[src/rtl/mem_access_pkg.sv]
`default_nettype none
// ============================================================================
// Module   : mem_access_pkg
// Purpose  : Shared types and helpers for the memory-access stage: the
//            decoded instruction enum, access-size type, load/store
//            predicates, size mask and load extension.
// Revision : 1.0  initial release
// ============================================================================
package mem_access_pkg;

    localparam int XLEN  = 64;
    localparam int REG_W = 5;

    typedef enum logic [3:0] {
        OP_ADD  = 4'd0,
        OP_ADDI = 4'd1,
        OP_LD   = 4'd2,
        OP_LB   = 4'd3,
        OP_LH   = 4'd4,
        OP_LW   = 4'd5,
        OP_LBU  = 4'd6,
        OP_LHU  = 4'd7,
        OP_LWU  = 4'd8,
        OP_SD   = 4'd9,
        OP_SB   = 4'd10,
        OP_SH   = 4'd11,
        OP_SW   = 4'd12
    } instruction_type;

    typedef enum logic [2:0] {
        MSIZE_B = 3'd0,
        MSIZE_H = 3'd1,
        MSIZE_W = 3'd2,
        MSIZE_D = 3'd3
    } msize_t;

    function automatic logic op_is_load(input instruction_type op);
        return (op == OP_LD) || (op == OP_LB) || (op == OP_LH) || (op == OP_LW) ||
               (op == OP_LBU) || (op == OP_LHU) || (op == OP_LWU);
    endfunction

    function automatic logic op_is_store(input instruction_type op);
        return (op == OP_SD) || (op == OP_SB) || (op == OP_SH) || (op == OP_SW);
    endfunction

    function automatic logic op_is_mem(input instruction_type op);
        return op_is_load(op) || op_is_store(op);
    endfunction

    function automatic logic op_is_signed(input instruction_type op);
        return (op == OP_LB) || (op == OP_LH) || (op == OP_LW);
    endfunction

    function automatic msize_t op_size(input instruction_type op);
        case (op)
            OP_LB, OP_LBU, OP_SB: return MSIZE_B;
            OP_LH, OP_LHU, OP_SH: return MSIZE_H;
            OP_LW, OP_LWU, OP_SW: return MSIZE_W;
            default:              return MSIZE_D;
        endcase
    endfunction

    function automatic logic [7:0] size_mask(input msize_t size);
        case (size)
            MSIZE_B: return 8'h01;
            MSIZE_H: return 8'h03;
            MSIZE_W: return 8'h0F;
            default: return 8'hFF;
        endcase
    endfunction

    // Truncate the already lane-aligned raw value to the access size and
    // sign- or zero-extend it back to XLEN.
    function automatic logic [XLEN-1:0] extend(input logic [XLEN-1:0] raw,
                                               input msize_t size,
                                               input logic sgn);
        case (size)
            MSIZE_B: return {{56{sgn & raw[7]}},  raw[7:0]};
            MSIZE_H: return {{48{sgn & raw[15]}}, raw[15:0]};
            MSIZE_W: return {{32{sgn & raw[31]}}, raw[31:0]};
            default: return raw;
        endcase
    endfunction

endpackage
`default_nettype wire

[src/rtl/mem_access_if.sv]
`default_nettype none
// ============================================================================
// Module   : mem_access_if
// Purpose  : Bundles the execute-side input handshake, the writeback output
//            handshake and the data-bus request/response of the stage.
// Modports : slave  - the memory-access stage itself
//            master - the surrounding pipeline / bus environment
// Revision : 1.0  initial release
// ============================================================================
interface mem_access_if;
    import mem_access_pkg::*;

    logic                 in_valid;
    logic                 in_ready;
    instruction_type      in_op;
    logic [XLEN-1:0]      in_result;
    logic [XLEN-1:0]      in_wdata;
    logic [REG_W-1:0]     in_rd;

    logic                 out_valid;
    logic                 out_ready;
    logic [XLEN-1:0]      out_result;
    logic [REG_W-1:0]     out_rd;
    logic                 out_misaligned;

    logic                 dreq_valid;
    logic [XLEN-1:0]      dreq_addr;
    msize_t               dreq_size;
    logic [7:0]           dreq_strobe;
    logic [XLEN-1:0]      dreq_data;
    logic                 dresp_ok;
    logic [XLEN-1:0]      dresp_data;

    modport slave (
        input  in_valid, in_op, in_result, in_wdata, in_rd,
        output in_ready,
        output out_valid, out_result, out_rd, out_misaligned,
        input  out_ready,
        output dreq_valid, dreq_addr, dreq_size, dreq_strobe, dreq_data,
        input  dresp_ok, dresp_data
    );

    modport master (
        output in_valid, in_op, in_result, in_wdata, in_rd,
        input  in_ready,
        input  out_valid, out_result, out_rd, out_misaligned,
        output out_ready,
        input  dreq_valid, dreq_addr, dreq_size, dreq_strobe, dreq_data,
        output dresp_ok, dresp_data
    );

endinterface
`default_nettype wire

[src/rtl/mem_access_align.sv]
`default_nettype none
// ============================================================================
// Module   : mem_access_align
// Purpose  : Combinational lane alignment for one access: byte strobes,
//            lane-shifted store data, load extraction/extension and the
//            misalignment check.
// Ports    : op, off          - access op and byte offset addr[2:0]
//            wdata, rdata     - raw store data / raw 8-byte bus read data
//            size, strobe     - access size and byte enables (0 for loads)
//            wdata_shifted    - store data moved to its byte lane
//            mem_result       - extended load value, 0 for stores
//            misaligned       - offset not a multiple of the access size
// Revision : 1.0  initial release
// ============================================================================
module mem_access_align
    import mem_access_pkg::*;
(
    input  instruction_type  op,
    input  logic [2:0]       off,
    input  logic [XLEN-1:0]  wdata,
    input  logic [XLEN-1:0]  rdata,
    output msize_t           size,
    output logic [7:0]       strobe,
    output logic [XLEN-1:0]  wdata_shifted,
    output logic [XLEN-1:0]  mem_result,
    output logic             misaligned
);

    logic [5:0]      w_bit_shift;
    logic [XLEN-1:0] w_raw;

    assign size          = op_size(op);
    assign w_bit_shift   = {off, 3'b000};
    assign strobe        = op_is_store(op) ? (size_mask(size) << off) : 8'h00;
    assign wdata_shifted = wdata << w_bit_shift;
    assign w_raw         = rdata >> w_bit_shift;
    assign mem_result    = op_is_store(op) ? '0 : extend(w_raw, size, op_is_signed(op));

    always_comb begin
        misaligned = 1'b0;
        case (size)
            MSIZE_H: misaligned = off[0];
            MSIZE_W: misaligned = |off[1:0];
            MSIZE_D: misaligned = |off;
            default: misaligned = 1'b0;
        endcase
    end

endmodule
`default_nettype wire

[src/rtl/mem_access.sv]
`default_nettype none
// ============================================================================
// Module   : mem_access
// Purpose  : Memory-access pipeline stage. Passes ALU results through,
//            issues one data-bus request per aligned load/store and stalls
//            until the bus responds, then registers the result for
//            writeback. Misaligned accesses are suppressed and flagged.
// Ports    : clk, rst_n (async, active-low)
//            bus (mem_access_if.slave): execute input handshake, writeback
//            output handshake, data-bus request/response
// Revision : 1.0  initial release
// ============================================================================
module mem_access
    import mem_access_pkg::*;
(
    input  logic           clk,
    input  logic           rst_n,
    mem_access_if.slave    bus
);

    typedef enum logic [0:0] {
        ST_IDLE = 1'b0,
        ST_REQ  = 1'b1
    } state_t;

    state_t            r_state;
    state_t            w_state_next;

    instruction_type   r_op;
    logic [XLEN-1:0]   r_addr;
    logic [XLEN-1:0]   r_wdata;
    logic [REG_W-1:0]  r_rd;

    logic              r_out_valid;
    logic [XLEN-1:0]   r_out_result;
    logic [REG_W-1:0]  r_out_rd;
    logic              r_out_mis;

    logic              w_in_ready;
    logic              w_accept;
    logic              w_in_req;
    logic              w_latch;
    logic              w_load_out;
    logic [XLEN-1:0]   w_next_result;
    logic [REG_W-1:0]  w_next_rd;
    logic              w_next_mis;

    instruction_type   w_al_op;
    logic [2:0]        w_al_off;
    msize_t            w_size;
    logic [7:0]        w_strobe;
    logic [XLEN-1:0]   w_wdata_shifted;
    logic [XLEN-1:0]   w_mem_result;
    logic              w_misaligned;

    assign w_in_req   = (r_state == ST_REQ);
    assign w_in_ready = !w_in_req && (!r_out_valid || bus.out_ready);
    assign w_accept   = bus.in_valid && w_in_ready;

    // One aligner serves both phases: in IDLE it checks the incoming op for
    // misalignment, in REQ it works on the latched transaction.
    assign w_al_op  = w_in_req ? r_op        : bus.in_op;
    assign w_al_off = w_in_req ? r_addr[2:0] : bus.in_result[2:0];

    mem_access_align u_align (
        .op            (w_al_op),
        .off           (w_al_off),
        .wdata         (r_wdata),
        .rdata         (bus.dresp_data),
        .size          (w_size),
        .strobe        (w_strobe),
        .wdata_shifted (w_wdata_shifted),
        .mem_result    (w_mem_result),
        .misaligned    (w_misaligned)
    );

    always_comb begin
        w_state_next  = r_state;
        w_latch       = 1'b0;
        w_load_out    = 1'b0;
        w_next_result = '0;
        w_next_rd     = bus.in_rd;
        w_next_mis    = 1'b0;
        case (r_state)
            ST_IDLE: begin
                if (w_accept) begin
                    if (!op_is_mem(bus.in_op)) begin
                        w_load_out    = 1'b1;
                        w_next_result = bus.in_result;
                    end else if (w_misaligned) begin
                        w_load_out = 1'b1;
                        w_next_mis = 1'b1;
                    end else begin
                        w_latch      = 1'b1;
                        w_state_next = ST_REQ;
                    end
                end
            end
            ST_REQ: begin
                if (bus.dresp_ok) begin
                    w_load_out    = 1'b1;
                    w_next_result = w_mem_result;
                    w_next_rd     = r_rd;
                    w_state_next  = ST_IDLE;
                end
            end
            default: w_state_next = ST_IDLE;
        endcase
    end

    // The output slot is always free while in REQ (accept required
    // !out_valid || out_ready), so a bus response never overwrites a
    // result still waiting for writeback.
    always_ff @(posedge clk or negedge rst_n) begin
        if (!rst_n) begin
            r_state      <= ST_IDLE;
            r_op         <= OP_ADD;
            r_addr       <= '0;
            r_wdata      <= '0;
            r_rd         <= '0;
            r_out_valid  <= 1'b0;
            r_out_result <= '0;
            r_out_rd     <= '0;
            r_out_mis    <= 1'b0;
        end else begin
            r_state <= w_state_next;
            if (w_latch) begin
                r_op    <= bus.in_op;
                r_addr  <= bus.in_result;
                r_wdata <= bus.in_wdata;
                r_rd    <= bus.in_rd;
            end
            if (w_load_out) begin
                r_out_valid  <= 1'b1;
                r_out_result <= w_next_result;
                r_out_rd     <= w_next_rd;
                r_out_mis    <= w_next_mis;
            end else if (bus.out_ready) begin
                r_out_valid <= 1'b0;
            end
        end
    end

    assign bus.in_ready       = w_in_ready;
    assign bus.out_valid      = r_out_valid;
    assign bus.out_result     = r_out_result;
    assign bus.out_rd         = r_out_rd;
    assign bus.out_misaligned = r_out_mis;

    // Request fields are qualified by state so they read 0 outside REQ and
    // drop together with the asynchronous reset.
    assign bus.dreq_valid  = w_in_req;
    assign bus.dreq_addr   = w_in_req ? r_addr          : '0;
    assign bus.dreq_size   = w_in_req ? w_size          : MSIZE_B;
    assign bus.dreq_strobe = w_in_req ? w_strobe        : 8'h00;
    assign bus.dreq_data   = w_in_req ? w_wdata_shifted : '0;

endmodule
`default_nettype wire

[src/flat_wrapper.sv]
// flat-port wrapper written by rule: the top's interface ports become plain ports
module mem_access_flat import mem_access_pkg::*;
  (clk, rst_n, bus_in_valid, bus_in_op, bus_in_result, bus_in_wdata, bus_in_rd, bus_in_ready, bus_out_valid, bus_out_result, bus_out_rd, bus_out_misaligned, bus_out_ready, bus_dreq_valid, bus_dreq_addr, bus_dreq_size, bus_dreq_strobe, bus_dreq_data, bus_dresp_ok, bus_dresp_data);
  mem_access_if bus_i ();
  input  logic clk;
  input  logic rst_n;
  input wire logic [$bits(bus_i.in_valid)-1:0] bus_in_valid;
  input wire logic [$bits(bus_i.in_op)-1:0] bus_in_op;
  input wire logic [$bits(bus_i.in_result)-1:0] bus_in_result;
  input wire logic [$bits(bus_i.in_wdata)-1:0] bus_in_wdata;
  input wire logic [$bits(bus_i.in_rd)-1:0] bus_in_rd;
  output wire logic [$bits(bus_i.in_ready)-1:0] bus_in_ready;
  output wire logic [$bits(bus_i.out_valid)-1:0] bus_out_valid;
  output wire logic [$bits(bus_i.out_result)-1:0] bus_out_result;
  output wire logic [$bits(bus_i.out_rd)-1:0] bus_out_rd;
  output wire logic [$bits(bus_i.out_misaligned)-1:0] bus_out_misaligned;
  input wire logic [$bits(bus_i.out_ready)-1:0] bus_out_ready;
  output wire logic [$bits(bus_i.dreq_valid)-1:0] bus_dreq_valid;
  output wire logic [$bits(bus_i.dreq_addr)-1:0] bus_dreq_addr;
  output wire logic [$bits(bus_i.dreq_size)-1:0] bus_dreq_size;
  output wire logic [$bits(bus_i.dreq_strobe)-1:0] bus_dreq_strobe;
  output wire logic [$bits(bus_i.dreq_data)-1:0] bus_dreq_data;
  input wire logic [$bits(bus_i.dresp_ok)-1:0] bus_dresp_ok;
  input wire logic [$bits(bus_i.dresp_data)-1:0] bus_dresp_data;
  assign bus_i.in_valid = bus_in_valid;
  assign bus_i.in_op = bus_in_op;
  assign bus_i.in_result = bus_in_result;
  assign bus_i.in_wdata = bus_in_wdata;
  assign bus_i.in_rd = bus_in_rd;
  assign bus_in_ready = bus_i.in_ready;
  assign bus_out_valid = bus_i.out_valid;
  assign bus_out_result = bus_i.out_result;
  assign bus_out_rd = bus_i.out_rd;
  assign bus_out_misaligned = bus_i.out_misaligned;
  assign bus_i.out_ready = bus_out_ready;
  assign bus_dreq_valid = bus_i.dreq_valid;
  assign bus_dreq_addr = bus_i.dreq_addr;
  assign bus_dreq_size = bus_i.dreq_size;
  assign bus_dreq_strobe = bus_i.dreq_strobe;
  assign bus_dreq_data = bus_i.dreq_data;
  assign bus_i.dresp_ok = bus_dresp_ok;
  assign bus_i.dresp_data = bus_dresp_data;
  mem_access u_core (.clk(clk), .rst_n(rst_n), .bus(bus_i));
endmodule
[config.mk]
export PLATFORM = sky130hd
export DESIGN_NAME = mem_access_flat
export DESIGN_NICKNAME = d
export VERILOG_FILES = /design/src/rtl/mem_access_pkg.sv /design/src/rtl/mem_access_if.sv /design/src/rtl/mem_access_align.sv /design/src/rtl/mem_access.sv /design/src/flat_wrapper.sv
export SDC_FILE = /design/constraint.sdc
export NUM_CORES = 1
export LEC_CHECK = 0
export CAP_MARGIN = 40
export CORE_ASPECT_RATIO = 0.6
export CORE_MARGIN = 4
export CORE_UTILIZATION = 26
export CTS_CLUSTER_DIAMETER = 60
export CTS_CLUSTER_SIZE = 10
export DETAILED_ROUTE_END_ITERATION = 10
export GPL_TIMING_DRIVEN = 0
export PLACE_DENSITY_LB_ADDON = 0.1
export REMOVE_ABC_BUFFERS = 1
export SYNTH_ARGS = -nofsm -noshare
export SYNTH_HDL_FRONTEND = slang
export SYNTH_HIERARCHICAL = 1
export SYNTH_SLANG_ARGS = --single-unit
export TNS_END_PERCENT = 50
[constraint.sdc]
create_clock -name clk -period 5.32 [get_ports clk]
set_input_delay 0.532 -clock clk [delete_from_list [all_inputs] [get_ports clk]]
set_output_delay 0.532 -clock clk [all_outputs]
set_load 0.02 [all_outputs]
### After elaboration in Yosys (flattened, before gate mapping)

Memory sizes are Yosys's and may differ from the RTL's.
Index checks and enable logic that the tools add are counted.

* register bits after elaboration: 209
* memory bits (read-only): 32
* bits of input ports: 206
* logic and storage cells: 95
* memories: 1

* equality and inequality tests: 21
* shift operators: 3
* multiplexer cells: 33
* bitwise logic cells: 4
* reduce and logical (&&, ||, !) cells: 24

Memories
* (name not given): depth 16, bits a word 2, read ports 1, clocked after Yosys merged registers in 0, write ports 0, line mem_access_pkg.sv:55 `case (op)`

Operators by type and width (count)
* $mux 64: 6
* $pmux 64 s3: 1
* $pmux 64 s2: 1
* $shl 64x6->64: 1
* $shr 64x6->64: 1
* $eq 4x4->1 const B: 9
* $eq 4x3->1 const B: 6
* $pmux 8 s3: 1
* $logic_or 1x1->1: 16
* $mux 8: 2
* $mux 1: 14
* $eq 4x2->1 const B: 3
* $mux 5: 2
* $shl 8x3->8: 1
* $eq 3x2->1 const B: 2
* $mux 3: 2
* $mux 4: 1
* $pmux 1 s2: 2
* $and 1x1->1: 3
* $eq 3x1->1 const B: 1
* $logic_not 3->1: 1
* $pmux 1 s3: 1
* $reduce_or 3->1: 1
* $logic_and 1x1->1: 2
* 4 further kinds: 5

### Depth between registers and ports, before layout

Gate-level depths: netlist of the first run.

* depth in word-level cells: 12
* mapped depth: 16
* depth with buffers taken out: 10

### Cells and area by module

The synthesis of the first run kept the hierarchy.

Modules (own cells, without submodules)
* mem_access: times used 1, cells an instance 714, area each 9349.0 sq um, sequential area each 5230.0 sq um
* mem_access_align: times used 1, cells an instance 584, area each 4222.8 sq um, sequential area each 0.0 sq um

### Worst setup path after synthesis of the first run

Ideal clock, no wire load.

* path type: register to register
* start point: reg u_core.r_state (netlist: u_core/bus.dreq_valid)
* end point: reg u_core.r_out_result[54] (netlist: u_core/bus.out_result[54])
* library setup time: 126 ps
* arrival: 3710 ps
* required time: 5194 ps
* path slack: 1484 ps
* stages on the path, launching flop included: 16
* buffers on the path: 5
* period minus slack after synthesis: 3836 ps
* path through: dfrtp_1 clkbuf_1 clkbuf_1 mux2_2 inv_1 ha_1 mux4_2 nand2_1 buf_2 nand2_1 o21ai_0 a211o_2 a21oi_2 buf_4 buf_6 a221o_1

* elaborated cells between the ends (all ways): 39
* classes of those cells: 10 x eq/ne; 1 x shift; 12 x mux; 4 x bitwise; 11 x reduce/logical; 1 x memory

RTL lines
* start: declaration: line mem_access.sv:26 `state_t r_state;`
* start signal: assignment: line mem_access.sv:126 `r_state <= w_state_next;`
* $mux 4 (*): line mem_access.sv:62 `assign w_al_op = w_in_req ? r_op : bus.in_op;`
* net u_core.w_al_op[0]: line mem_access.sv:48 `instruction_type w_al_op;`
* $mem_v2 16x2 (*)
* $eq 3x2->1 or $eq 3x1->1 (tied branches): line mem_access_align.sv:41 `case (size)`
* $pmux 1 s3 (*): line mem_access_align.sv:41
* net u_core.w_misaligned: line mem_access.sv:54 `logic w_misaligned;`
* $mux 1 (*): line mem_access.sv:90 `end else if (w_misaligned) begin`
* $mux 1 (*): line mem_access.sv:87 `if (!op_is_mem(bus.in_op)) begin`
* $mux 1 (*): line mem_access.sv:86 `if (w_accept) begin`
* $pmux 1 s2 (*): line mem_access.sv:84 `case (r_state)`
* end signal: assignment: line mem_access.sv:135 `r_out_result <= w_next_result;`
* end: declaration: line mem_access.sv:35 `logic [XLEN-1:0] r_out_result;`

The timed path passes the listed nets; every way through them passes the cells marked *.
A chain may end at the register's enable or synchronous reset.

### Final worst setup path of the first run

* start point: reg u_core.r_state (netlist: u_core/bus.dreq_valid)
* end point: out bus_dreq_data[60]

* cells in the longest elaborated chain, start to end: 3

Ends and longest elaborated chain
* $mux 3: line mem_access.sv:63 `assign w_al_off = w_in_req ? r_addr[2:0] : bus.in_result[2:0];`
* net u_core.w_al_off[0]: line mem_access.sv:49 `logic [2:0] w_al_off;`
* $shl 64x6->64: line mem_access_align.sv:35 `assign wdata_shifted = wdata << w_bit_shift;`
* net u_core.w_wdata_shifted[60]: line mem_access.sv:52 `logic [XLEN-1:0] w_wdata_shifted;`
* $mux 64: line mem_access.sv:156 `assign bus.dreq_data = w_in_req ? w_wdata_shifted : '0;`
* end: declaration: line flat_wrapper.sv:22 `output wire logic [$bits(bus_i.dreq_data)-1:0] bus_dreq_data;`

The timed path passes the listed nets, and every way through them passes these cells.

==> results of run 1 <==
area by class of cell:
| cell class | count | area share, % |
|---|---|---|
| multi-input cells | 961 | 39.3 |
| flip-flops and latches | 209 | 26.7 |
| repair buffers | 458 | 25.5 |
| well taps | 693 | 4.43 |
| clock buffers | 31 | 3.63 |
| inverters | 9 | 0.217 |
| clock inverters | 3 | 0.121 |
| diodes | 6 | 0.0767 |
final timing paths:
kind                                       start            endpoint  slack [ns]
hold / removal                             rst_n      u_core/r_rd[4]        0.36
setup reg to reg           u_core/bus.dreq_valid  u_core/r_wdata[23]        0.71
setup / recovery           u_core/bus.dreq_valid   bus_dreq_data[60]        0.30
min in group clk               u_core/r_addr[49]   u_core/r_addr[49]        0.50
max in group asynchronous                  rst_n   u_core/r_addr[56]        4.15
hold reg to reg                u_core/r_addr[49]   u_core/r_addr[49]        0.50
cells in the mapped netlist, drive strengths merged, types with 2 or more instances:
cell,n,share of area (%)
mux4,39,6.5
nor2,71,2.0
ha,5,0.46
inv,8,0.26
nand2,102,2.8
nor4,3,0.30
and2,165,7.6
a31oi,8,0.37
a21oi,72,2.8
mux2i,57,4.3
nor3,7,0.41
a211oi,14,0.81
o21a,2,0.11
nand3,16,0.63
a221o,69,5.1
clkbuf,54,1.5
nor2b,8,0.37
mux2,175,15
buf,66,3.6
o21ai,49,2.1
dfrtp,209,39
nand2b,3,0.14
o22ai,8,0.37
and3,72,3.3
a21o,3,0.17
cells by family (layout without fill, tap and decap cells):
logic type / count (synthesis) / in the layout / share of synthesized area (%)
flip-flops: 209 / 209 / 38.5
AND/OR/NAND/NOR: 450 / 450 / 17.7
AO/OA/AOI/OAI: 233 / 234 / 12.5
other: 1 / 7 / 0.0276
multiplexers: 271 / 271 / 25.3
adder cells (fa/ha/maj): 5 / 5 / 0.461
buffers and inverters: 129 / 501 / 5.39
routing by layer:
metal	part of all wire, %	GRT usage (%)	vias to the layer above
li1	-	-	5446
met1	48	29.0	5972
met2	44	29.9	371
met3	7.0	4.01	49
met4	1.3	3.01	4
met5	0.045	0	-
what timing repair did:
action | CTS | global route
resized for setup | 4 | 0
setup buffers | 1 | 2
pin swaps | 0 | 1
hold buffers | 1 | 0
gates cloned | 0 | 1
endpoints found under the hold margin | 1 | 0
endpoints found under the setup margin | 19 | 60
per-stage QoR:
step | setup TNS [ns] | cell area (µm²) | total power [µW]
after floorplan | -1038.27 | 12900 | 7220
after global placement | -4129.74 | 17900 | 10200
after detailed placement | 0 | 18800 | 10300
after CTS | 0 | 19500 | 12000
after global routing | 0 | 19600 | 12700
final | 0 | 19600 | 11900
registers in the layout (all words and copies together), names as in the netlist:
register,flops
u_core/r_wdata,64
u_core/bus.out_rd,5
u_core/r_op,4
u_core/r_addr,64
u_core/bus.out_misaligned,1
u_core/r_rd,5
u_core/bus.dreq_valid,1
u_core/bus.out_valid,1
u_core/bus.out_result,64
worst register-to-register path, delay by kind of cell (launching register included):
kind,cells,cell delay [ns]
AND/OR/NAND/NOR,3,0.80
buffers and inverters,6,1.07
AO/OA/AOI/OAI,1,0.22
multiplexers,3,1.47
flip-flops,1,0.68
adder cells (fa/ha/maj),1,0.26
power by group through the flow:
stage               combinational, µW  sequential, µW  clock, µW
finish                           7420            2880       1640
global route                     7980            2980       1760
CTS                              7430            2900       1700
detailed placement               7390            2910          0
global placement                 7150            3050          0
floorplan                        4170            3050          0
==> metrics.md, run 1 <==
| Metric | Value |
|---|---|
| Total routed wirelength | `57.2 mm` |
| Util after Layout | `38.2%` |
| Most frequent cells in the layout | `414 x clkdlybuf4s50_1, 208 x dfrtp_1, 175 x mux2_2` |
| Slew @ Worst Pin | `0.860 ns` |
| Reg power frac | `about a quarter` |
| Max-cap viol count | `0` |
| DIE HEIGHT | `about 180 µm` |
| YS warnings | `6` |
| Hold Path Class | `in -> async` |
| Pwr dens | `just over 600 nW/µm²` |
| Core footprint | `~51000 µm²` |
| FF-to-FF path depth | `14` |
| Worst-path clk slew | `0.06 ns` |
| Initial antenna violation count | `9` |
| Asr flop ratio synth | `between 90% and 100%` |
| All-Layer GR Usage | `a little under 20%` |
| Clock Latency Late Sink | `0.55 ns` |
| Final setup viols | `0` |
| CP max stage delay | `~0.64 ns` |
| Post-Synthesis Cells | `~1300` |
| Die W | `approximately 300 µm` |
| Worst setup EP type | `output pin` |
| Iteration-0 DRC Markers | `between 600 and 700` |
| Antenna viol nets, final | `0` |
| Setup ws final | `between 0.2 and 0.3 ns` |
| Switching Fraction | `roughly 43%` |
| Gp weighted congestion | `roughly 0.8` |
| Most common cell after layout, fill and taps aside | `clkdlybuf4s50_1` |
| DRC Markers | `0` |
| Slew headroom | `a little over two fifths` |
| Crit path DAT | `4.49 ns` |
| CP max-delay cell | `dfrtp_4` |
| Worst Path Buf+Inv | `5` |
| FMAX | `0.199 GHz` |
| Layout fillers | `5099` |
| Die area | `approximately 56000 µm²` |
| Clk buf depth | `3` |
| Avg Synthesized Cell Area | `about 10 µm²` |
| Htree depth | `1` |
| IO buf count | `~420` |
| Internal power | `around 6800 µW` |
| Vias post-DR | `roughly 12000` |
| Seq. cell area | `5230 µm²` |
| Sw power | `approximately 5100 µW` |
| Num ports | `~420` |
| Hold Slack | `around 0.36 ns` |
| Fin crit period | `roughly 5.0 ns` |
| Clk pwr share | `a little over an eighth` |
| Critical Path Most Common Cell | `buf_16` |
| Crit Path Max Fanout | `between 80 and 90` |
| CTS Buf Count | `26` |
| Final Slew Violations | `0` |
| Gate power share | `62.2%` |
| Critical Path, Cell by Cell | `buf_16 -> inv_2 -> a21o_4 -> buf_16 -> buf_16 -> mux2_2 -> nor2_1 -> a21oi_1 -> mux2_2 -> and2_1 -> clkdlybuf4s50_1` |
| Drt pass-1 iters | `5` |
| Ys flop type | `dfrtp_1` |
| Pre-CTS WS | `0.0445 ns` |
| WP depth | `11` |
| Placed insts | `between 2000 and 2500` |
| Post-synth cell types | `57` |
| Detailed-route wire length per cell | `roughly 24 µm` |
| First-pass GRT wire length | `a little over 80 mm` |
| FF+latch count, synth | `roughly 210` |
| Number of global-route vias before repair | `around 12000` |
| Synth Cell Area | `13600 µm²` |
| EDFF count, synth | `0` |
| CP top delay family | `buffers and inverters` |
| Fin cells | `~2400` |
| Worst setup path category | `reg -> out` |
| Lkg Pwr | `~0.008 µW` |
| Area Growth Syn to Fin | `44.3%` |
| Maximum VDD drop | `244 µV` |
| Via density | `approximately 5.0` |
| Status | `finished, final reports clean` |
| Root Driver | `clkbuf_16` |
| Sequential share of the synthesized area | `about 39%` |
| Final net count | `1876` |
| Starting Density | `26.5%` |
| HPWL Detailed | `42.1 mm` |
| Fin crit share | `between 90% and 100%` |
| CP Launch Type | `flop` |
| Critical path data required time | `roughly 4.8 ns` |
| Area occupied by multi-input gates | `around 7700 µm²` |
| Final Skew | `between 0.01 and 0.015 ns` |
| RSZ-0062 raised after global routing | `no` |
| CTS tree | `yes` |
| GRT overflow | `0` |
| Share of layout cells above drive strength 1 | `20.1%` |
| Core Rows | `64` |
| CTS Sinks | `about 210` |
| Endpoints failing hold | `0` |
| Largest net degree at the start of global routing | `roughly 110` |
(Power assumes the default switching activity.)
==> run 2: changes to the inputs <==
--- a/config.mk
+++ b/config.mk
@@ -12,7 +12,6 @@
 export CTS_CLUSTER_DIAMETER = 60
 export CTS_CLUSTER_SIZE = 10
 export DETAILED_ROUTE_END_ITERATION = 10
-export GPL_TIMING_DRIVEN = 0
 export PLACE_DENSITY_LB_ADDON = 0.1
 export REMOVE_ABC_BUFFERS = 1
 export SYNTH_ARGS = -nofsm -noshare
==> run 2 against run 1 <==
Net effect:
- clock power shrank 9%
- worst setup slack gained 0.18 ns
- via count down 0.83%
- utilization shrank 1.1 points
- hold slack got worse by 0.34 ns
- cell count is 0.42% lower
- total power decreased by 4.0%
- flip-flop and latch count unchanged
- design area fell by 2.8%
- largest power group unchanged
==> metrics.md, run 2 (same netlist as run 1, synthesis figures left out) <==
| Metric | Value |
|---|---|
| Initial antenna violation count | `5` |
| Worst setup EP type | `output pin` |
| CTS Buf Count | `25` |
| Worst setup path category | `reg -> out` |
| Worst Path Buf+Inv | `2` |
| Detailed-route wire length per cell | `~24 µm` |
| HPWL Detailed | `41.1 mm` |
| Num ports | `~420` |
| Final Skew | `between 0.01 and 0.015 ns` |
| Layout fillers | `just over 5000` |
| Final Slew Violations | `0` |
| Die W | `303 µm` |
| Met3 Use GR | `roughly 3.6%` |
| Final setup viols | `0` |
| Setup ws final | `approximately 0.48 ns` |
| Starting Density | `roughly a quarter` |
| IO buf count | `416` |
| Fin cells | `between 2000 and 2500` |
| Share of layout cells above drive strength 1 | `roughly a fifth` |
| Maximum VDD drop | `309 µV` |
| Die area | `56000 µm²` |
| Critical Path, Cell by Cell | `mux2_2 -> inv_1 -> ha_1 -> mux4_2 -> nand2_1 -> o21ai_0 -> a211oi_1 -> and2_1 -> clkdlybuf4s50_1` |
| Iteration-0 DRC Markers | `637` |
| All-Layer GR Usage | `about 20%` |
| RSZ-0062 raised after global routing | `no` |
| CTS tree | `yes` |
| First-pass GRT wire length | `between 80 and 90 mm` |
| Clk buf depth | `3` |
| Via density | `about 5` |
| GRT overflow | `0` |
| Fin crit share | `approximately nine tenths` |
| Critical path data required time | `between 4 and 5 ns` |
| Total routed wirelength | `~56 mm` |
| CP max stage delay | `0.67 ns` |
| Max-cap viol count | `0` |
| Slew @ Worst Pin | `0.995 ns` |
| Met2 Usage GRT | `around 30%` |
| Gr busiest metal | `met2` |
| CP top delay family | `multiplexers` |
| Final net count | `about 1900` |
| Pre-CTS WS | `between 0.7 and 0.8 ns` |
| Drt pass-1 iters | `6` |
| CTS Sinks | `209` |
| Post-CTS Hold Buffers | `0` |
| Gp weighted congestion | `~0.83` |
| CP max-delay cell | `dfrtp_4` |
| Placed insts | `2326` |
| Postcts setup bufs | `0` |
| Root Driver | `clkbuf_16` |
| CP Launch Type | `flop` |
| DIE HEIGHT | `between 150 and 200 µm` |
| Largest net degree at the start of global routing | `113` |
| Status | `finished, final reports clean` |
| Most frequent cells in the layout | `414 x clkdlybuf4s50_1, 208 x dfrtp_1, 175 x mux2_2` |
| Hold Path Class | `in -> async` |
| DRC Markers | `0` |
| Number of global-route vias before repair | `about 12000` |
| Post_cts resized | `0` |
| Hold Slack | `between 0.015 and 0.02 ns` |
| Crit path DAT | `approximately 4.3 ns` |
| Area Growth Syn to Fin | `40.3%` |
| Vias post-DR | `roughly 12000` |
| Slew headroom | `33.7%` |
| FMAX | `0.206 GHz` |
| Core Rows | `64` |
| Htree depth | `1` |
| Lkg Pwr | `around 0.0080 µW` |
| Total power | `between 10000 and 15000 µW` |
| Core footprint | `just over 50000 µm²` |
| Crit Path Max Fanout | `34` |
| Worst-path clk slew | `approximately 0.060 ns` |
| Antenna viol nets, final | `0` |
| Fin crit period | `4.84 ns` |
| TNS Setup | `0 ns` |
| Pwr dens | `between 600 and 700 nW/µm²` |
| GR Util met1 | `about 29%` |
| Endpoints failing hold | `0` |
| Clock Latency Late Sink | `0.53 ns` |
| Most common cell after layout, fill and taps aside | `clkdlybuf4s50_1` |
==> run 2: cell types whose count changed in the layout (fill, tap and decap cells not counted), moves of 2 or more <==
cell / previous run / this run
nor2_2: 2 / 0
clkbuf_16: 27 / 25
clkbuf_8: 2 / 0
clkbuf_1: 2 / 5
buf_12: 5 / 7
buf_16: 18 / 0
nor2_1: 69 / 71
clkinvlp_4: 3 / 0
diode_2: 6 / 2
buf_4: 4 / 28
buf_8: 12 / 3
clkinv_2: 0 / 2
==> run 2: path summary, 6_finish.rpt <==
| path | start | endpoint | slack, ns | cells after the start |
|---|---|---|---|---|
| max | u_core/bus.dreq_valid | bus_dreq_strobe[5] | 0.48 | 9 |
| min | rst_n | u_core/bus.out_rd[2] | 0.02 | 1 |
| max reg2reg | u_core/bus.dreq_valid | u_core/r_wdata[63] | 1.15 | 11 |
| min reg2reg | u_core/r_addr[18] | u_core/r_addr[18] | 0.50 | 1 |
| max in group asynchronous | rst_n | u_core/bus.out_result[29] | 4.17 | 2 |
| min in group clk | u_core/r_addr[18] | u_core/r_addr[18] | 0.50 | 1 |
==> run 2: layer usage <==
metal / wire length [µm] / vias up
met3: 2830 / 63
met4: 1170 / 8
met2: 24600 / 294
met1: 27600 / 5948
met5: 50 / -
li1: - / 5431
==> run 2: stage by stage <==
| step | utilization (%) | instance area [µm²] |
|---|---|---|
| after global routing | 37.1 | 19000 |
| after floorplan | - | 12900 |
| after global placement | 35.7 | 18300 |
| final | 37.1 | 19000 |
| after CTS | 37.1 | 19000 |
| after detailed placement | 35.9 | 18400 |
==> run 2: final cells by class <==
| type | instances | area [µm²] | area share (%) |
|---|---|---|---|
| multi-input cells | 960 | 7670 | 40.3 |
| clock inverters | 2 | 10.0 | 0.0526 |
| clock buffers | 30 | 644 | 3.39 |
| repair buffers | 455 | 4570 | 24.0 |
| diodes | 2 | 5.00 | 0.0263 |
| flip-flops and latches | 209 | 5230 | 27.5 |
| well taps | 693 | 867 | 4.56 |
| inverters | 9 | 38.8 | 0.204 |
==> run 2: power breakdown <==
group / internal, µW / total, µW / switching [µW]
Combinational: 3250 / 7090 / 3830
Sequential: 2360 / 2890 / 531
Clock: 837 / 1490 / 655
==> run 3: changes to the inputs <==
--- a/config.mk
+++ b/config.mk
@@ -6,7 +6,6 @@
 export NUM_CORES = 1
 export LEC_CHECK = 0
 export CAP_MARGIN = 40
-export CORE_ASPECT_RATIO = 0.6
 export CORE_MARGIN = 4
 export CORE_UTILIZATION = 26
 export CTS_CLUSTER_DIAMETER = 60
==> run 3 against run 2 <==
Net effect:
- worst setup slack improved by 0.16 ns
- maximum frequency rose by 3.5%
- largest power group unchanged
- total power rose by 6.2%
- die area fell by 0.22%
- critical path type unchanged
- non-clock buffer count fell by 2
- sequential share of layout area fell by 0.63 points
- largest cell class unchanged
==> metrics.md, run 3 (same netlist as run 1, synthesis figures left out) <==
| Metric | Value |
|---|---|
| IO buf count | `416` |
| Seq. cell area | `roughly 5200 µm²` |
| Fin crit share | `88.0%` |
| GRT overflow | `0` |
| Area Growth Syn to Fin | `43.5%` |
| Post_cts resized | `0` |
| HPWL Detailed | `a little over 40 mm` |
| Sw power | `roughly 5000 µW` |
| Lkg Pwr | `around 0.008 µW` |
| Postcts setup bufs | `0` |
| Clk pwr share | `between 10% and 20%` |
| Pwr dens | `625 nW/µm²` |
| CP max-delay cell | `nand2_1` |
| Status | `finished, final reports clean` |
| Gp weighted congestion | `approximately 0.80` |
| Starting Density | `between 20% and 30%` |
| Critical Path Most Common Cell | `and2_1` |
| TNS Setup | `0 ns` |
| CP max stage delay | `just under 0.7 ns` |
| FF-to-FF path depth | `11` |
| RSZ-0062 raised after global routing | `no` |
| Dpl cell area | `18300 µm²` |
| CP Launch Type | `flop` |
| Post-route design area | `roughly 19000 µm²` |
| Number of global-route vias before repair | `~13000` |
| DRC Markers | `0` |
| Die area | `55900 µm²` |
| Maximum VDD drop | `~230 µV` |
| Total routed wirelength | `approximately 57 mm` |
| Crit path DAT | `~4.2 ns` |
| Initial antenna violation count | `8` |
| Hold Path Class | `in -> async` |
| Reg power frac | `23.7%` |
| Worst setup EP type | `output pin` |
| DIE HEIGHT | `between 200 and 250 µm` |
| Vias post-DR | `about 12000` |
| Core Rows | `83` |
| CP top delay family | `simple AND/OR/NAND/NOR gates` |
| Iteration-0 DRC Markers | `between 600 and 700` |
| Drt pass-1 iters | `5` |
| Core footprint | `51500 µm²` |
| Largest net degree at the start of global routing | `113` |
| Worst Path Buf+Inv | `2` |
| Antenna viol nets, final | `0` |
| Post-CTS Hold Buffers | `0` |
| CTS Buf Count | `35` |
| Crit Path Max Fanout | `35` |
| Layout fillers | `~5300` |
| Fin crit period | `4.68 ns` |
| Most frequent cells in the layout | `414 x clkdlybuf4s50_1, 208 x dfrtp_1, 175 x mux2_2` |
| Detailed-route wire length per cell | `24.1 µm` |
| Slew @ Worst Pin | `around 0.83 ns` |
| FMAX | `around 0.21 GHz` |
| Clk buf depth | `3` |
| Internal power | `approximately 7000 µW` |
| Final Slew Violations | `0` |
| Gate power share | `approximately 57%` |
| Via density | `~5` |
| WP depth | `7` |
| Final setup viols | `0` |
| Max-cap viol count | `0` |
| RR Startpoint | `u_core/bus.dreq_valid` |
| Worst-path clk slew | `approximately 0.06 ns` |
| All-Layer GR Usage | `just under 20%` |
| Htree depth | `2` |
| Worst setup path category | `reg -> out` |
| Final Skew | `roughly 0.018 ns` |
| Root Driver | `clkbuf_16` |
| CP startpoint | `u_core/bus.dreq_valid` |
| CTS Sinks | `209` |
| Area occupied by multi-input gates | `around 7700 µm²` |
| First-pass GRT wire length | `84.8 mm` |
| CTS tree | `yes` |
| Slew headroom | `44.5%` |
| Share of layout cells above drive strength 1 | `20.6%` |
| Num ports | `418` |
| CP endpoint | `bus_dreq_data[9]` |
| Worst r2r dst | `u_core/r_wdata[17]` |
| Final net count | `1879` |
| Flop-to-flop setup slack | `about 1.2 ns` |
| Critical Path, Cell by Cell | `and2_1 -> a21o_4 -> inv_2 -> nand2_1 -> nor2_1 -> and2_1 -> clkdlybuf4s50_1` |
| Critical path data required time | `4.79 ns` |
| Switching Fraction | `between 40 and 50%` |
| Die W | `around 240 µm` |
| Most common cell after layout, fill and taps aside | `clkdlybuf4s50_1` |
| Endpoints failing hold | `0` |
| Clock Latency Late Sink | `0.53 ns` |
-- run 3: cell count changes in the layout (fill, tap and decap cells not counted), sizes merged --
cell and delta:
clkbuf +12, buf -2, clkinvlp +1, bufinv +3
clkinv +1, diode +1, inv +7
-- run 3: metrics by stage --
stage / setup slack [ns] / std cells / utilization [%] / power (µW) / hold WS, ns
floorplan: -4.66 / 1178 / - / 7220 / 0.236
global placement: 0.948 / 2308 / 35.5 / 9910 / 0.480
detailed placement: 0.892 / 2311 / 35.6 / 9990 / 0.486
CTS: 0.495 / 2367 / 37.8 / 12400 / 0.0469
global route: 0.417 / 2368 / 37.8 / 13000 / 0.0640
finish: 0.639 / 2370 / 37.8 / 12200 / 0.00751
-- run 3: final cells by class --
cell class	instances	share of cell area (%)
Clock buffer	42	4.95
Timing Repair Buffer	453	23.3
Sequential cell	209	26.9
Tap cell	680	4.37
Antenna cell	3	0.0385
Clock inverter	14	0.931
Inverter	9	0.199
Multi-Input combinational cell	960	39.4
-- run 3: how the worst min path moves through the flow --
stage / start / to / slack (ns) / depth (start not counted)
floorplan: rst_n / u_core/bus.dreq_valid / 0.24 / 0
global placement: u_core/r_addr[28] / u_core/r_addr[28] / 0.48 / 1
detailed placement: u_core/r_addr[27] / u_core/r_addr[27] / 0.49 / 1
CTS: rst_n / u_core/r_addr[40] / 0.05 / 1
global route: rst_n / u_core/r_addr[40] / 0.06 / 1
finish: rst_n / u_core/bus.out_result[40] / 0.008 / 1
-- run 3: worst reg2reg max path: stages, from the launching register on --
cell	delay, ns
dfrtp_4	0.61
mux2_2	0.44
inv_1	0.13
ha_1	0.24
mux4_2	0.64
nand2_1	0.12
buf_4	0.25
nand2_1	0.08
o21ai_0	0.13
nand3b_1	0.66
buf_12	0.31
mux2_2	0.40
-- run 3: power by group through the flow --
stage	clock network (µW)	registers, µW	logic (µW)
floorplan	0	3050	4170
global placement	0	2900	7010
detailed placement	0	2910	7080
CTS	2380	2890	7100
global route	2430	2990	7550
finish	2300	2880	6990
-- run 3: metal layers --
layer	vias to the layer above	global-route usage, %	part of all wire, %
li1	5465	-	-
met1	5977	26.1	44
met2	420	32.0	47
met3	77	5.54	7.2
met4	8	5.22	2.2
met5	-	0	0.096
